## config.mk

```make
export PLATFORM = sky130hd
export DESIGN_NAME = lsu_align_unit_flat
export DESIGN_NICKNAME = d
export VERILOG_FILES = /design/src/rtl/lsu_align_unit_if.sv /design/src/rtl/lsu_align_unit.sv /design/src/flat_wrapper.sv
export SDC_FILE = /design/constraint.sdc
export NUM_CORES = 1
export LEC_CHECK = 0
export ABC_AREA = 1
export CAP_MARGIN = 15
export CORE_AREA = 3 3 153 155
export DETAILED_ROUTE_END_ITERATION = 7
export DIE_AREA = 0 0 156 158
export PLACE_DENSITY = 0.77
export SETUP_SLACK_MARGIN = 0.4
export SLEW_MARGIN = 20
export SYNTH_ARGS = -nofsm -noshare
export SYNTH_HDL_FRONTEND = slang
export SYNTH_SLANG_ARGS = --single-unit
```

## constraint.sdc

```tcl
create_clock -name clk -period 3.1 [get_ports clk]
set_clock_uncertainty 0.15 [all_clocks]
set_input_delay 0.465 -clock clk [delete_from_list [all_inputs] [get_ports clk]]
set_output_delay 0.465 -clock clk [all_outputs]
set_load 0.02 [all_outputs]
```

## src/rtl/lsu_align_unit_if.sv

```systemverilog
// Request/response and D-cache port bundle for lsu_align_unit.
// "slave" is the alignment unit's view; "master" is the CPU/cache side.
interface lsu_align_unit_if #(
  parameter int DATA_W = 32,
  parameter int ADDR_W = 32
);
  localparam int B = DATA_W / 8;

  logic              req_valid;
  logic              req_ready;
  logic              req_we;
  logic [1:0]        req_size;
  logic              req_unsigned;
  logic [ADDR_W-1:0] req_addr;
  logic [DATA_W-1:0] req_wdata;

  logic              rsp_valid;
  logic [DATA_W-1:0] rsp_rdata;
  logic              rsp_fault;

  logic              d_mem_read;
  logic              d_mem_write;
  logic [ADDR_W-1:0] d_mem_address;
  logic [B-1:0]      d_mem_byte_en;
  logic [DATA_W-1:0] d_mem_wdata;
  logic              d_mem_resp;
  logic [DATA_W-1:0] d_mem_rdata;

  modport slave (
    input  req_valid, req_we, req_size, req_unsigned, req_addr, req_wdata,
    input  d_mem_resp, d_mem_rdata,
    output req_ready, rsp_valid, rsp_rdata, rsp_fault,
    output d_mem_read, d_mem_write, d_mem_address, d_mem_byte_en, d_mem_wdata
  );

  modport master (
    output req_valid, req_we, req_size, req_unsigned, req_addr, req_wdata,
    output d_mem_resp, d_mem_rdata,
    input  req_ready, rsp_valid, rsp_rdata, rsp_fault,
    input  d_mem_read, d_mem_write, d_mem_address, d_mem_byte_en, d_mem_wdata
  );
endinterface

```

## src/rtl/lsu_align_unit.sv

```systemverilog
// Width-generic load/store alignment unit: byte enables, store lane shifting,
// load extraction/extension, and two-transaction split of straddling accesses.
module lsu_align_unit #(
  parameter int DATA_W   = 32,
  parameter int ADDR_W   = 32,
  parameter bit SPLIT_EN = 1'b1
) (
  input logic clk,
  input logic rst,
  lsu_align_unit_if.slave bus
);
  localparam int B     = DATA_W / 8;
  localparam int OFS_W = $clog2(B);

  typedef enum logic [1:0] {IDLE, ACC0, ACC1, RESP} state_t;

  state_t            state_q, state_d;
  logic              we_q, we_d;
  logic              uns_q, uns_d;
  logic [1:0]        size_q, size_d;
  logic [OFS_W-1:0]  off_q, off_d;
  logic [B-1:0]      hi_en_q, hi_en_d;
  logic [DATA_W-1:0] wdata_hi_q, wdata_hi_d;
  logic [DATA_W-1:0] lo_buf_q, lo_buf_d;
  logic              read_q, read_d;
  logic              write_q, write_d;
  logic [ADDR_W-1:0] addr_q, addr_d;
  logic [B-1:0]      be_q, be_d;
  logic [DATA_W-1:0] wdata_q, wdata_d;
  logic [DATA_W-1:0] rdata_q, rdata_d;
  logic              fault_q, fault_d;

  logic [OFS_W-1:0]    off_c;
  logic [2*B-1:0]      nmask_c, mask2_c;
  logic [2*DATA_W-1:0] wdata2_c;
  logic                illegal_c, fault_c;

  // Request decode: byte mask and store data positioned across two data words.
  always_comb begin
    off_c = bus.req_addr[OFS_W-1:0];
    case (bus.req_size)
      2'd0:    nmask_c = (2*B)'(1);
      2'd1:    nmask_c = (2*B)'(3);
      2'd2:    nmask_c = (2*B)'(15);
      default: nmask_c = (2*B)'(255);
    endcase
    mask2_c   = nmask_c << off_c;
    wdata2_c  = {{DATA_W{1'b0}}, bus.req_wdata} << {off_c, 3'b000};
    illegal_c = (bus.req_size == 2'd3) && (DATA_W == 32);
    fault_c   = illegal_c || ((|mask2_c[2*B-1:B]) && !SPLIT_EN);
  end

  logic [2*DATA_W-1:0] pair_c;
  logic [DATA_W-1:0]   raw_c, keep_c, load_c;
  logic [7:0]          nbits_c;
  logic                sign_c;

  // Load extraction uses the live cache data for the final transaction.
  always_comb begin
    pair_c  = (state_q == ACC1) ? {bus.d_mem_rdata, lo_buf_q}
                                : {{DATA_W{1'b0}}, bus.d_mem_rdata};
    raw_c   = DATA_W'(pair_c >> {off_q, 3'b000});
    nbits_c = 8'd8 << size_q;
    keep_c  = ~({DATA_W{1'b1}} << nbits_c);
    sign_c  = !uns_q && (|(raw_c & (keep_c ^ (keep_c >> 1))));
    load_c  = sign_c ? (raw_c | ~keep_c) : (raw_c & keep_c);
  end

  logic done_c;

  always_comb begin
    state_d    = state_q;
    we_d       = we_q;
    uns_d      = uns_q;
    size_d     = size_q;
    off_d      = off_q;
    hi_en_d    = hi_en_q;
    wdata_hi_d = wdata_hi_q;
    lo_buf_d   = lo_buf_q;
    read_d     = read_q;
    write_d    = write_q;
    addr_d     = addr_q;
    be_d       = be_q;
    wdata_d    = wdata_q;
    rdata_d    = rdata_q;
    fault_d    = fault_q;
    done_c     = 1'b0;

    case (state_q)
      IDLE: begin
        if (bus.req_valid) begin
          we_d       = bus.req_we;
          uns_d      = bus.req_unsigned;
          size_d     = bus.req_size;
          off_d      = off_c;
          hi_en_d    = mask2_c[2*B-1:B];
          wdata_hi_d = wdata2_c[2*DATA_W-1:DATA_W];
          if (fault_c) begin
            state_d = RESP;
            fault_d = 1'b1;
            rdata_d = '0;
          end else begin
            state_d = ACC0;
            fault_d = 1'b0;
            read_d  = !bus.req_we;
            write_d = bus.req_we;
            addr_d  = {bus.req_addr[ADDR_W-1:OFS_W], {OFS_W{1'b0}}};
            be_d    = mask2_c[B-1:0];
            wdata_d = wdata2_c[DATA_W-1:0];
          end
        end
      end
      ACC0: begin
        if (bus.d_mem_resp) begin
          lo_buf_d = bus.d_mem_rdata;
          if (hi_en_q == '0) begin
            done_c = 1'b1;
          end else begin
            state_d = ACC1;
            addr_d  = addr_q + ADDR_W'(B);
            be_d    = hi_en_q;
            wdata_d = wdata_hi_q;
          end
        end
      end
      ACC1: begin
        if (bus.d_mem_resp) done_c = 1'b1;
      end
      default: state_d = IDLE;
    endcase

    if (done_c) begin
      state_d = RESP;
      read_d  = 1'b0;
      write_d = 1'b0;
      addr_d  = '0;
      be_d    = '0;
      wdata_d = '0;
      rdata_d = we_q ? '0 : load_c;
      fault_d = 1'b0;
    end
  end

  always_ff @(posedge clk or negedge rst) begin
    if (!rst) begin
      state_q    <= IDLE;
      we_q       <= 1'b0;
      uns_q      <= 1'b0;
      size_q     <= 2'd0;
      off_q      <= '0;
      hi_en_q    <= '0;
      wdata_hi_q <= '0;
      lo_buf_q   <= '0;
      read_q     <= 1'b0;
      write_q    <= 1'b0;
      addr_q     <= '0;
      be_q       <= '0;
      wdata_q    <= '0;
      rdata_q    <= '0;
      fault_q    <= 1'b0;
    end else begin
      state_q    <= state_d;
      we_q       <= we_d;
      uns_q      <= uns_d;
      size_q     <= size_d;
      off_q      <= off_d;
      hi_en_q    <= hi_en_d;
      wdata_hi_q <= wdata_hi_d;
      lo_buf_q   <= lo_buf_d;
      read_q     <= read_d;
      write_q    <= write_d;
      addr_q     <= addr_d;
      be_q       <= be_d;
      wdata_q    <= wdata_d;
      rdata_q    <= rdata_d;
      fault_q    <= fault_d;
    end
  end

  assign bus.req_ready     = (state_q == IDLE);
  assign bus.rsp_valid     = (state_q == RESP);
  assign bus.rsp_rdata     = rdata_q;
  assign bus.rsp_fault     = fault_q;
  assign bus.d_mem_read    = read_q;
  assign bus.d_mem_write   = write_q;
  assign bus.d_mem_address = addr_q;
  assign bus.d_mem_byte_en = be_q;
  assign bus.d_mem_wdata   = wdata_q;
endmodule

```

## src/flat_wrapper.sv

```systemverilog
// flat-port wrapper written by rule: the top's interface ports become plain ports
module lsu_align_unit_flat 
#(
  parameter int DATA_W   = 32,
  parameter int ADDR_W   = 32,
  parameter bit SPLIT_EN = 1'b1
)
  (clk, rst, bus_req_valid, bus_req_we, bus_req_size, bus_req_unsigned, bus_req_addr, bus_req_wdata, bus_d_mem_resp, bus_d_mem_rdata, bus_req_ready, bus_rsp_valid, bus_rsp_rdata, bus_rsp_fault, bus_d_mem_read, bus_d_mem_write, bus_d_mem_address, bus_d_mem_byte_en, bus_d_mem_wdata);
  lsu_align_unit_if #(.DATA_W(DATA_W), .ADDR_W(ADDR_W)) bus_i ();
  input logic clk;
  input logic rst;
  input wire logic [$bits(bus_i.req_valid)-1:0] bus_req_valid;
  input wire logic [$bits(bus_i.req_we)-1:0] bus_req_we;
  input wire logic [$bits(bus_i.req_size)-1:0] bus_req_size;
  input wire logic [$bits(bus_i.req_unsigned)-1:0] bus_req_unsigned;
  input wire logic [$bits(bus_i.req_addr)-1:0] bus_req_addr;
  input wire logic [$bits(bus_i.req_wdata)-1:0] bus_req_wdata;
  input wire logic [$bits(bus_i.d_mem_resp)-1:0] bus_d_mem_resp;
  input wire logic [$bits(bus_i.d_mem_rdata)-1:0] bus_d_mem_rdata;
  output wire logic [$bits(bus_i.req_ready)-1:0] bus_req_ready;
  output wire logic [$bits(bus_i.rsp_valid)-1:0] bus_rsp_valid;
  output wire logic [$bits(bus_i.rsp_rdata)-1:0] bus_rsp_rdata;
  output wire logic [$bits(bus_i.rsp_fault)-1:0] bus_rsp_fault;
  output wire logic [$bits(bus_i.d_mem_read)-1:0] bus_d_mem_read;
  output wire logic [$bits(bus_i.d_mem_write)-1:0] bus_d_mem_write;
  output wire logic [$bits(bus_i.d_mem_address)-1:0] bus_d_mem_address;
  output wire logic [$bits(bus_i.d_mem_byte_en)-1:0] bus_d_mem_byte_en;
  output wire logic [$bits(bus_i.d_mem_wdata)-1:0] bus_d_mem_wdata;
  assign bus_i.req_valid = bus_req_valid;
  assign bus_i.req_we = bus_req_we;
  assign bus_i.req_size = bus_req_size;
  assign bus_i.req_unsigned = bus_req_unsigned;
  assign bus_i.req_addr = bus_req_addr;
  assign bus_i.req_wdata = bus_req_wdata;
  assign bus_i.d_mem_resp = bus_d_mem_resp;
  assign bus_i.d_mem_rdata = bus_d_mem_rdata;
  assign bus_req_ready = bus_i.req_ready;
  assign bus_rsp_valid = bus_i.rsp_valid;
  assign bus_rsp_rdata = bus_i.rsp_rdata;
  assign bus_rsp_fault = bus_i.rsp_fault;
  assign bus_d_mem_read = bus_i.d_mem_read;
  assign bus_d_mem_write = bus_i.d_mem_write;
  assign bus_d_mem_address = bus_i.d_mem_address;
  assign bus_d_mem_byte_en = bus_i.d_mem_byte_en;
  assign bus_d_mem_wdata = bus_i.d_mem_wdata;
  lsu_align_unit #(.DATA_W(DATA_W), .ADDR_W(ADDR_W), .SPLIT_EN(SPLIT_EN)) u_core (.clk(clk), .rst(rst), .bus(bus_i));
endmodule
```

==> results_dict.tcl, run 1 <==
set metrics [dict create \
    outcome "finished clean" \
    async_reset_ff_frac 1.00 \
    r2r_end "u_core.bus.rsp_rdata[29]" \
    place.gp.congestion 0.948 \
    r2r_cells 13 \
    worstPathMaxFanout 5 \
    whs_endpoint "u_core.bus.d_mem_wdata[6]" \
    ys.flop_type "dfrtp_1" \
    ys_top_cells_by_count "nand2_1, dfrtp_1, o21ai_0" \
    synth.mux.area_fraction 0.00743 \
    synth.top_cell.area_share 0.426 \
    ctsHtreeMaxLevel 4 \
    netlist_instances 1441 \
    synth_most_common_cell "nand2_1" \
    tightest_slew_ns 0.669 \
    hp-start "u_core.bus.d_mem_wdata[6]" \
    detail-route-antenna-nets 0 \
    cpPeakStageDelay_ns 0.70 \
    place_inst 1876 \
    grt_pass1_vias 9811 \
    ir_worst_vdd_uv 660 \
    required_ns 2.48 \
    cts_made_buffers 17 \
    yosys.area_share.xor_xnor 0.00264 \
    routed_wl_mm 32.7 \
    ios 209 \
    port_buffers 206 \
    area_growth_pct 29.7 \
    endpoint_kind "primary output" \
    cts.path.max_buffers 2 \
    grt_setup_unrepaired "yes" \
    vias 10400 \
    synth-edff-count 0 \
    final_net_count 1730 \
    critPathKind "register to primary output" \
    groute.usage.overall 0.265 \
    power_leakage_uw 0.00622 \
    grt_antenna_before_repair 1 \
    synth-simple-area-share 0.301 \
    core_area_mm2 0.0220 \
    grt_pass1_wl_mm 51.8 \
    r2r_slack_ns 0.61 \
    diodes 0 \
    drv_slew 0 \
    num_rows 54 \
    power_per_cell_area_mw_per_mm2 1040 \
    timing.final.crit_period_ns 2.59 \
    start_util 0.452 \
    power.total_uw 13400 \
    synthTopCellsByArea "dfrtp_1, nand2_1, o21ai_0" \
    syn_area_mm2 0.00994 \
    fp.dieArea_mm2 0.0246 \
    fin_crit_sh 0.835 \
    hold_viol_final 0 \
    dp_hpwl_mm 23.9 \
    layout.cells.non_filler 1913 \
    critical_path_arrival_ns 1.97 \
    dieHeight_um 158 \
    drive_above_1_share 0.0557 \
    grt_start_max_net_pins 70 \
    cts_sinks 169 \
    ys.warnings.count 0 \
    critPathLaunchType "register" \
    ys_seq_area_frac 0.426 \
    crit_chain "inv_1 -> ha_1 -> clkdlybuf4s50_1" \
    drt-initial-drc-count 863 \
    synth_top_area_cell "dfrtp_1" \
    holdPathStages 2 \
    grt-ovfl-total 0 \
    fmax_ghz 0.386 \
    drt-pass1-iter-count 6 \
    synth_top_family_by_area "simple AND/OR/NAND/NOR gates" \
    reg2reg_from "u_core.state_q[0]" \
    die_w_um 156 \
    clk_pin_slew_ns 0.07 \
    synth_fa_ha_area_frac 0.00756 \
    hp-class "register to register" \
    synth_compound_area_frac 0.164 \
    syn_avg_cell_area_um2 6.90 \
    viasPerCell 5.42 \
    critPathSlowestCell "clkdlybuf4s50_1" \
    clk_latency_ns 0.44 \
    maxCapViolCount 0 \
    detail_route.wl_per_cell_um 17.1 \
    slew_headroom 0.554 \
    yosysUniqueCellTypes 46 \
    yosys_register_bits 169 \
    setup_tns_ns 0 \
    root_buffer "clkbuf_16" \
    route.detailed.drc 0 \
    finalHoldWorstSlack_ns 0.325 \
    cts_tree "built" \
    finalSetupViolCount 0 \
]
==> state kept, by name (all words and copies together), names as in the netlist <==
register	flops
u_core.bus.d_mem_wdata	32
u_core.bus.rsp_rdata	32
u_core.lo_buf_q	32
u_core.bus.d_mem_address	30
u_core.wdata_hi_q	24
u_core.bus.d_mem_byte_en	4
u_core.hi_en_q	4
u_core.off_q	2
u_core.size_q	2
u_core.state_q	2
u_core.bus.d_mem_read	1
u_core.bus.d_mem_write	1
u_core.bus.rsp_fault	1
u_core.uns_q	1
u_core.we_q	1
==> cell families after synthesis <==
| logic type | Yosys count |
|---|---|
| flip-flops | 169 |
| AO/OA/AOI/OAI | 288 |
| XOR/XNOR | 3 |
| adder cells (fa/ha/maj) | 6 |
| other | 1 |
| AND/OR/NAND/NOR | 751 |
| buffers and inverters | 216 |
| multiplexers | 7 |
==> cell type report <==
class                      instances  area [um2]
fill                            2041        9070
multi-input combinational       1057        4840
sequential                       169        4230
timing repair buffer             236        2340
inverter                         139         527
clock buffer                      18         429
tap                              280         350
clock inverter                    14         170
==> worst max path at each step <==
| stage | start | to | slack, ns | cells after the start |
|---|---|---|---|---|
| final | u_core.state_q[0] | bus_req_ready | 0.51 | 3 |
| after global routing | u_core.state_q[0] | u_core.bus.rsp_rdata[16] | 0.38 | 13 |
| after CTS | u_core.state_q[0] | u_core.bus.d_mem_wdata[12] | 0.50 | 10 |
| after detailed placement | u_core.state_q[1] | u_core.bus.rsp_rdata[26] | 0.54 | 12 |
| after global placement | bus_req_addr[0] | u_core.bus.d_mem_wdata[6] | 0.56 | 6 |
| after floorplan | u_core.state_q[0] | u_core.wdata_hi_q[16] | 1.09 | 7 |
==> what timing repair did <==
action                                 CTS  global route
hold buffers                             1             0
buffers inserted                         0             4
setup endpoints to repair                0            47
endpoints found under the hold margin   66             0
resized for setup                        0             8
==> cell usage in the layout (no fill, tap or decap), types with 3 or more instances in the layout <==
cell type,count
o21ai_1,9
a22oi_1,6
nand3_1,67
nand3b_1,3
inv_6,4
a21oi_1,40
ha_1,4
o211ai_1,27
dfrtp_1,169
mux2i_1,4
clkdlybuf4s50_1,205
inv_2,8
xnor2_1,3
inv_1,127
nand4_1,6
nor2_2,4
buf_4,25
inv_8,4
buf_12,4
o22ai_1,26
o21ai_0,155
nand2_1,527
clkbuf_16,17
clkinv_8,4
nor2_1,131
o21a_1,7
mux2_2,3
o221ai_1,9
nor3_1,3
==> power breakdown <==
group          total [uW]  switching [uW]  internal, uW
registers            3970             803          3170
clock network        2170            1070          1100
logic                7220            4560          2670
==> per-stage QoR <==
| stage | cell area [um2] | worst slack [ns] | utilization |
|---|---|---|---|
| CTS | 12800 | 0.502 | 0.585 |
| detailed placement | 12200 | 0.536 | 0.557 |
| finish | 12900 | 0.510 | 0.587 |
| global route | 12900 | 0.375 | 0.587 |
| global placement | 12200 | 0.558 | 0.557 |
| floorplan | 9940 | 1.09 | - |
==> routing by layer <==
layer  track usage  vias to the layer above  share of wire
met4        0.0946                        2          0.031
met3        0.0484                       70          0.079
met2         0.434                      460           0.47
li1              -                     4985              -
met1         0.355                     4857           0.42
met5             0                        -        0.00024
==> critical path: cells and delay by family, from the launching register on <==
family	cells	cell delay, ns
buffers and inverters	2	0.84
flip-flops	1	0.44
adder cells (fa/ha/maj)	1	0.26
No activity file was read; power rests on OpenSTA's default activity.
==> inputs of run 2 (changes only) <==
==> constraint.sdc (replaced) <==
create_clock -name clk -period 2.4 [get_ports clk]
set_clock_uncertainty 0.15 [all_clocks]
set_input_delay 0.36 -clock clk [delete_from_list [all_inputs] [get_ports clk]]
set_output_delay 0.36 -clock clk [all_outputs]
set_load 0.02 [all_outputs]
==> run 2 against run 1 <==
Critical path depth is 10 higher. Sequential share of layout area is 3.8 points lower. Non-clock buffer count is 71 higher. Register-to-register slack worse by 0.38 ns. Cell count is 4.0% higher. Via count is 6.3% higher. Flip-flop and latch count stayed put. First-iteration DRC count is 16% higher. Hold slack worse by 0.011 ns. Combinational power is 79% higher. Power is 56% higher. Critical path type is now register to register.
==> results_dict.tcl, run 2 (synthesized netlist as in run 1, its figures left out) <==
set metrics [dict create \
    outcome "finished clean" \
    grt_pass1_wl_mm 57.3 \
    place.gp.congestion 0.932 \
    groute.usage.overall 0.296 \
    die_w_um 156 \
    ios 209 \
    cts_made_buffers 17 \
    endpoint_kind "register" \
    met3_usage 0.0590 \
    port_buffers 206 \
    grt_busiest_layer "met2" \
    clk_pin_slew_ns 0.07 \
    timing.final.crit_period_ns 2.17 \
    grt_pass1_vias 10700 \
    num_rows 54 \
    detail_route.wl_per_cell_um 18.7 \
    crit_chain "inv_2 -> ha_4 -> inv_4 -> nor2_4 -> nand4_1 -> nand2_2 -> nand3_4 -> inv_4 -> buf_4 -> buf_6 -> o21a_4 -> nand2_1 -> nand2_1" \
    fp.dieArea_mm2 0.0246 \
    cts_sinks 169 \
    drv_slew 0 \
    final_net_count 1805 \
    ir_worst_vdd_uv 889 \
    critPathSlowestCell "dfrtp_2" \
    path_buf_inv 5 \
    grt_setup_unrepaired "yes" \
    fin_crit_sh 0.902 \
    tightest_slew_ns 0.543 \
    core_area_mm2 0.0220 \
    ctsHtreeMaxLevel 4 \
    detail-route-antenna-nets 0 \
    place_inst 1896 \
    area_growth_pct 46.7 \
    maxCapViolCount 0 \
    start_util 0.452 \
    worstPathMaxFanout 8 \
    grt_util_met2 0.476 \
    dieHeight_um 158 \
    drt-pass1-iter-count 5 \
    grt-ovfl-total 0 \
    grtUsageMet1 0.388 \
    required_ns 2.63 \
    final_common_cell "nand2_1" \
    power_per_cell_area_mw_per_mm2 1430 \
    cpPeakStageDelay_ns 0.46 \
    mostFrequentLayoutCells "nand2_1, dfrtp_1, clkdlybuf4s50_1" \
    cts_tree "built" \
    vias 11000 \
    slew_headroom 0.638 \
    critPathKind "register to register" \
    power_leakage_uw 0.00717 \
    grt_antenna_before_repair 1 \
    clk_latency_ns 0.45 \
    hp-class "primary input to asynchronous set/reset pin" \
    hold_viol_final 0 \
    power.total_uw 20800 \
    fmax_ghz 0.462 \
    grt_start_max_net_pins 56 \
    cts.path.max_buffers 2 \
    finalSetupViolCount 0 \
    reg2reg_from "u_core.state_q[1]" \
    dp_hpwl_mm 24.3 \
    routed_wl_mm 37.3 \
    route.detailed.drc 0 \
    layout.cells.non_filler 1989 \
    crit_start "u_core.state_q[1]" \
    drt-initial-drc-count 1004 \
    critPathLaunchType "register" \
    critPathTopFamily "simple AND/OR/NAND/NOR gates" \
    root_buffer "clkbuf_16" \
    drive_above_1_share 0.165 \
    critical_path_arrival_ns 2.39 \
    viasPerCell 5.54 \
]
run 2: changes by cell type in the layout (fill, tap and decap cells not counted), sizes merged, moves of 2 or more:
| cell | delta |
|---|---|
| buf | +66 |
| bufbuf | +2 |
| clkbuf | +4 |
| clkdlybuf4s50 | -45 |
| dlygate4sd2 | +27 |
| dlymetal6s2s | +16 |
| o21a | +2 |
run 2: final timing paths:
path                                          endpoint  slack (ns)  depth (start not counted)
setup / recovery           u_core.bus.d_mem_address[8]        0.23                         13
hold / removal                      u_core.lo_buf_q[2]        0.31                          2
setup reg to reg           u_core.bus.d_mem_address[8]        0.23                         13
hold reg to reg                u_core.bus.rsp_rdata[3]        0.32                          2
max in group asynchronous  u_core.bus.d_mem_address[8]        1.17                          3
min in group clk               u_core.bus.rsp_rdata[3]        0.32                          2
run 2: layer usage:
layer	up-vias	part of all wire
met3	107	0.087
met5	-	0.00035
met2	593	0.47
met4	2	0.043
li1	5161	-
met1	5166	0.40
run 2: what timing repair did:
item                                    in CTS  in global routing
gates resized for setup                    241                 60
cloned                                      16                  4
hold buffers                                 1                  0
endpoints found under the setup margin     137                159
endpoints found under the hold margin       48                  0
pin swaps                                   40                  7
buffers inserted                            36                  3
run 2: layout make-up:
| class | count | area [um2] |
|---|---|---|
| timing repair buffer | 307 | 3390 |
| clock buffer | 18 | 439 |
| multi-input combinational | 1060 | 5420 |
| clock inverter | 14 | 151 |
| inverter | 139 | 569 |
| sequential | 169 | 4230 |
| antenna | 1 | 2.50 |
| tap | 280 | 350 |
| timing repair inverter | 1 | 16.3 |
| fill | 1790 | 7380 |
run 2: per-stage QoR:
step / utilization / area (um2) / TNS [ns] / worst slack, ns / hold slack (ns)
2_1_floorplan: - / 9940 / 0 / 0.435 / -0.0856
3_3_place_gp: 0.566 / 12400 / 0 / 0.0249 / 0.215
3_5_place_dp: 0.566 / 12400 / -0.0698 / -0.0517 / 0.213
4_1_cts: 0.650 / 14300 / 0 / 0.279 / 0.315
5_1_grt: 0.664 / 14600 / 0 / 0.172 / 0.352
6_report: 0.664 / 14600 / 0 / 0.234 / 0.314
run 2: report_power, final:
group | internal [uW] | switching, uW | leakage [uW] | total (uW)
combinational | 5410 | 7520 | 0.00473 | 12900
clock | 1420 | 1360 | 0.000287 | 2780
sequential | 4090 | 1030 | 0.00216 | 5120
==> inputs of run 3 (changes only) <==
--- a/config.mk
+++ b/config.mk
@@ -11,8 +11,9 @@
 export DETAILED_ROUTE_END_ITERATION = 7
 export DIE_AREA = 0 0 156 158
 export PLACE_DENSITY = 0.77
-export SETUP_SLACK_MARGIN = 0.4
-export SLEW_MARGIN = 20
+export SETUP_SLACK_MARGIN = 0.5
+export SLEW_MARGIN = 10
 export SYNTH_ARGS = -nofsm -noshare
 export SYNTH_HDL_FRONTEND = slang
 export SYNTH_SLANG_ARGS = --single-unit
+export TNS_END_PERCENT = 1
==> run 3 against run 2 <==
Sequential share of layout area up 1.3 points. Maximum frequency down 0.50%. Non-clock buffer count down 26. First-iteration DRC count down 15%.
==> results_dict.tcl, run 3 (synthesized netlist as in run 1, its figures left out) <==
set metrics [dict create \
    outcome "finished clean" \
    worstPathMaxFanout 2 \
    dp_hpwl_mm 24.3 \
    maxCapViolCount 0 \
    finalHoldWorstSlack_ns 0.210 \
    grt_pass1_wl_mm 52.5 \
    timing.final.crit_period_ns 2.18 \
    tightest_slew_ns 0.699 \
    n_fill_cell 1896 \
    ir_worst_vdd_uv 743 \
    drive_above_1_share 0.127 \
    route.detailed.drc 0 \
    place.gp.congestion 0.971 \
    hold_viol_final 0 \
    drt-pass1-iter-count 6 \
    start_util 0.452 \
    fin_crit_sh 0.907 \
    critical_path_arrival_ns 1.67 \
    p_comb_frac 0.596 \
    drv_slew 0 \
    power_frac_clock 0.141 \
    port_buffers 206 \
    hp-class "primary input to asynchronous set/reset pin" \
    core_area_mm2 0.0220 \
    final_common_cell "nand2_1" \
    slew_headroom 0.532 \
    setup_tns_ns 0 \
    fmax_ghz 0.459 \
    routed_wl_mm 34.8 \
    power.internal_uw 10200 \
    die_w_um 156 \
    num_rows 54 \
    grt_start_max_net_pins 74 \
    place_area_mm2 0.0124 \
    groute.usage.overall 0.269 \
    final_net_count 1776 \
    switching_power_uw 9020 \
    power_leakage_uw 0.00664 \
    required_ns 1.89 \
    drt-initial-drc-count 854 \
    cts_sinks 169 \
    ios 209 \
    critPathKind "register to primary output" \
    endpoint_kind "primary output" \
    cts_tree "built" \
    critPathLaunchType "register" \
    detail_route.wl_per_cell_um 17.8 \
    fp.dieArea_mm2 0.0246 \
    vias 10700 \
    finalSetupViolCount 0 \
    dieHeight_um 158 \
    diodes 0 \
    ctsHtreeMaxLevel 4 \
    root_buffer "clkbuf_16" \
    mostFrequentLayoutCells "nand2_1, clkdlybuf4s50_1, dfrtp_1" \
    swShare 0.470 \
    grt_setup_unrepaired "yes" \
    grt-ovfl-total 0 \
    area_growth_pct 40.3 \
    clk_latency_ns 0.44 \
    power_per_cell_area_mw_per_mm2 1380 \
    detail-route-antenna-nets 0 \
    viasPerCell 5.48 \
    postLayoutCellArea_mm2 0.0139 \
    grt_antenna_before_repair 0 \
    p_seq_frac 0.262 \
    clk_pin_slew_ns 0.06 \
    r2r_cells 13 \
    cts.path.max_buffers 2 \
    cts_made_buffers 17 \
    grt_pass1_vias 10000 \
]
-- run 3: what timing repair did --
item,4_1_cts,5_1_grt
hold buffers,1,0
endpoints found under the setup margin,234,258
buffers inserted,2,22
resized for setup,35,142
endpoints found under the hold margin,96,0
pin swaps,4,33
gates cloned,3,4
-- run 3: final timing paths --
path	from	end	slack (ns)
setup reg to reg	u_core.state_q[0]	u_core.bus.d_mem_wdata[19]	0.26
setup / recovery	u_core.state_q[0]	bus_rsp_valid	0.22
min in group clk	u_core.bus.d_mem_byte_en[1]	u_core.bus.d_mem_byte_en[1]	0.32
hold / removal	rst	u_core.lo_buf_q[28]	0.21
hold reg to reg	u_core.bus.d_mem_byte_en[1]	u_core.bus.d_mem_byte_en[1]	0.32
max in group asynchronous	rst	u_core.bus.d_mem_byte_en[3]	1.23
-- run 3: cell type report --
cell class                      count  area (um2)  area share
Tap cell                          280         350      0.0251
Timing Repair Buffer              281        2950       0.212
Clock inverter                     11         113     0.00808
Multi-Input combinational cell   1058        5260       0.378
Sequential cell                   169        4230       0.303
Clock buffer                       20         457      0.0328
Inverter                          139         577      0.0414
-- run 3: critical path, stage by stage, from the launching register on --
cell,delay (ns)
dfrtp_1,0.40
buf_4,0.16
buf_4,0.12
ha_1,0.21
clkdlybuf4s15_1,0.35
-- run 3: power groups by stage --
| stage | logic (uW) | clock network [uW] | registers (uW) |
|---|---|---|---|
| after floorplan | 5250 | 0 | 5600 |
| after global placement | 9450 | 0 | 5020 |
| after detailed placement | 9640 | 0 | 5030 |
| after CTS | 10000 | 2750 | 5020 |
| after global routing | 12400 | 2870 | 5170 |
| final | 11400 | 2720 | 5040 |
-- run 3: metal layers --
| metal | part of all wire | track usage | vias up |
|---|---|---|---|
| met5 | 0 | 0 | - |
| met1 | 0.41 | 0.359 | 4964 |
| met4 | 0.036 | 0.102 | 0 |
| li1 | - | - | 5091 |
| met3 | 0.086 | 0.0563 | 100 |
| met2 | 0.47 | 0.432 | 582 |
-- run 3: through the flow --
stage | util | cells | worst slack (ns) | total power, uW
6_report | 0.635 | 1958 | 0.223 | 19200
4_1_cts | 0.601 | 1932 | 0.270 | 17800
3_3_place_gp | 0.567 | 1895 | 0.136 | 14500
5_1_grt | 0.635 | 1958 | 0.182 | 20400
2_1_floorplan | - | 1442 | 0.468 | 10800
3_5_place_dp | 0.567 | 1895 | 0.0730 | 14700
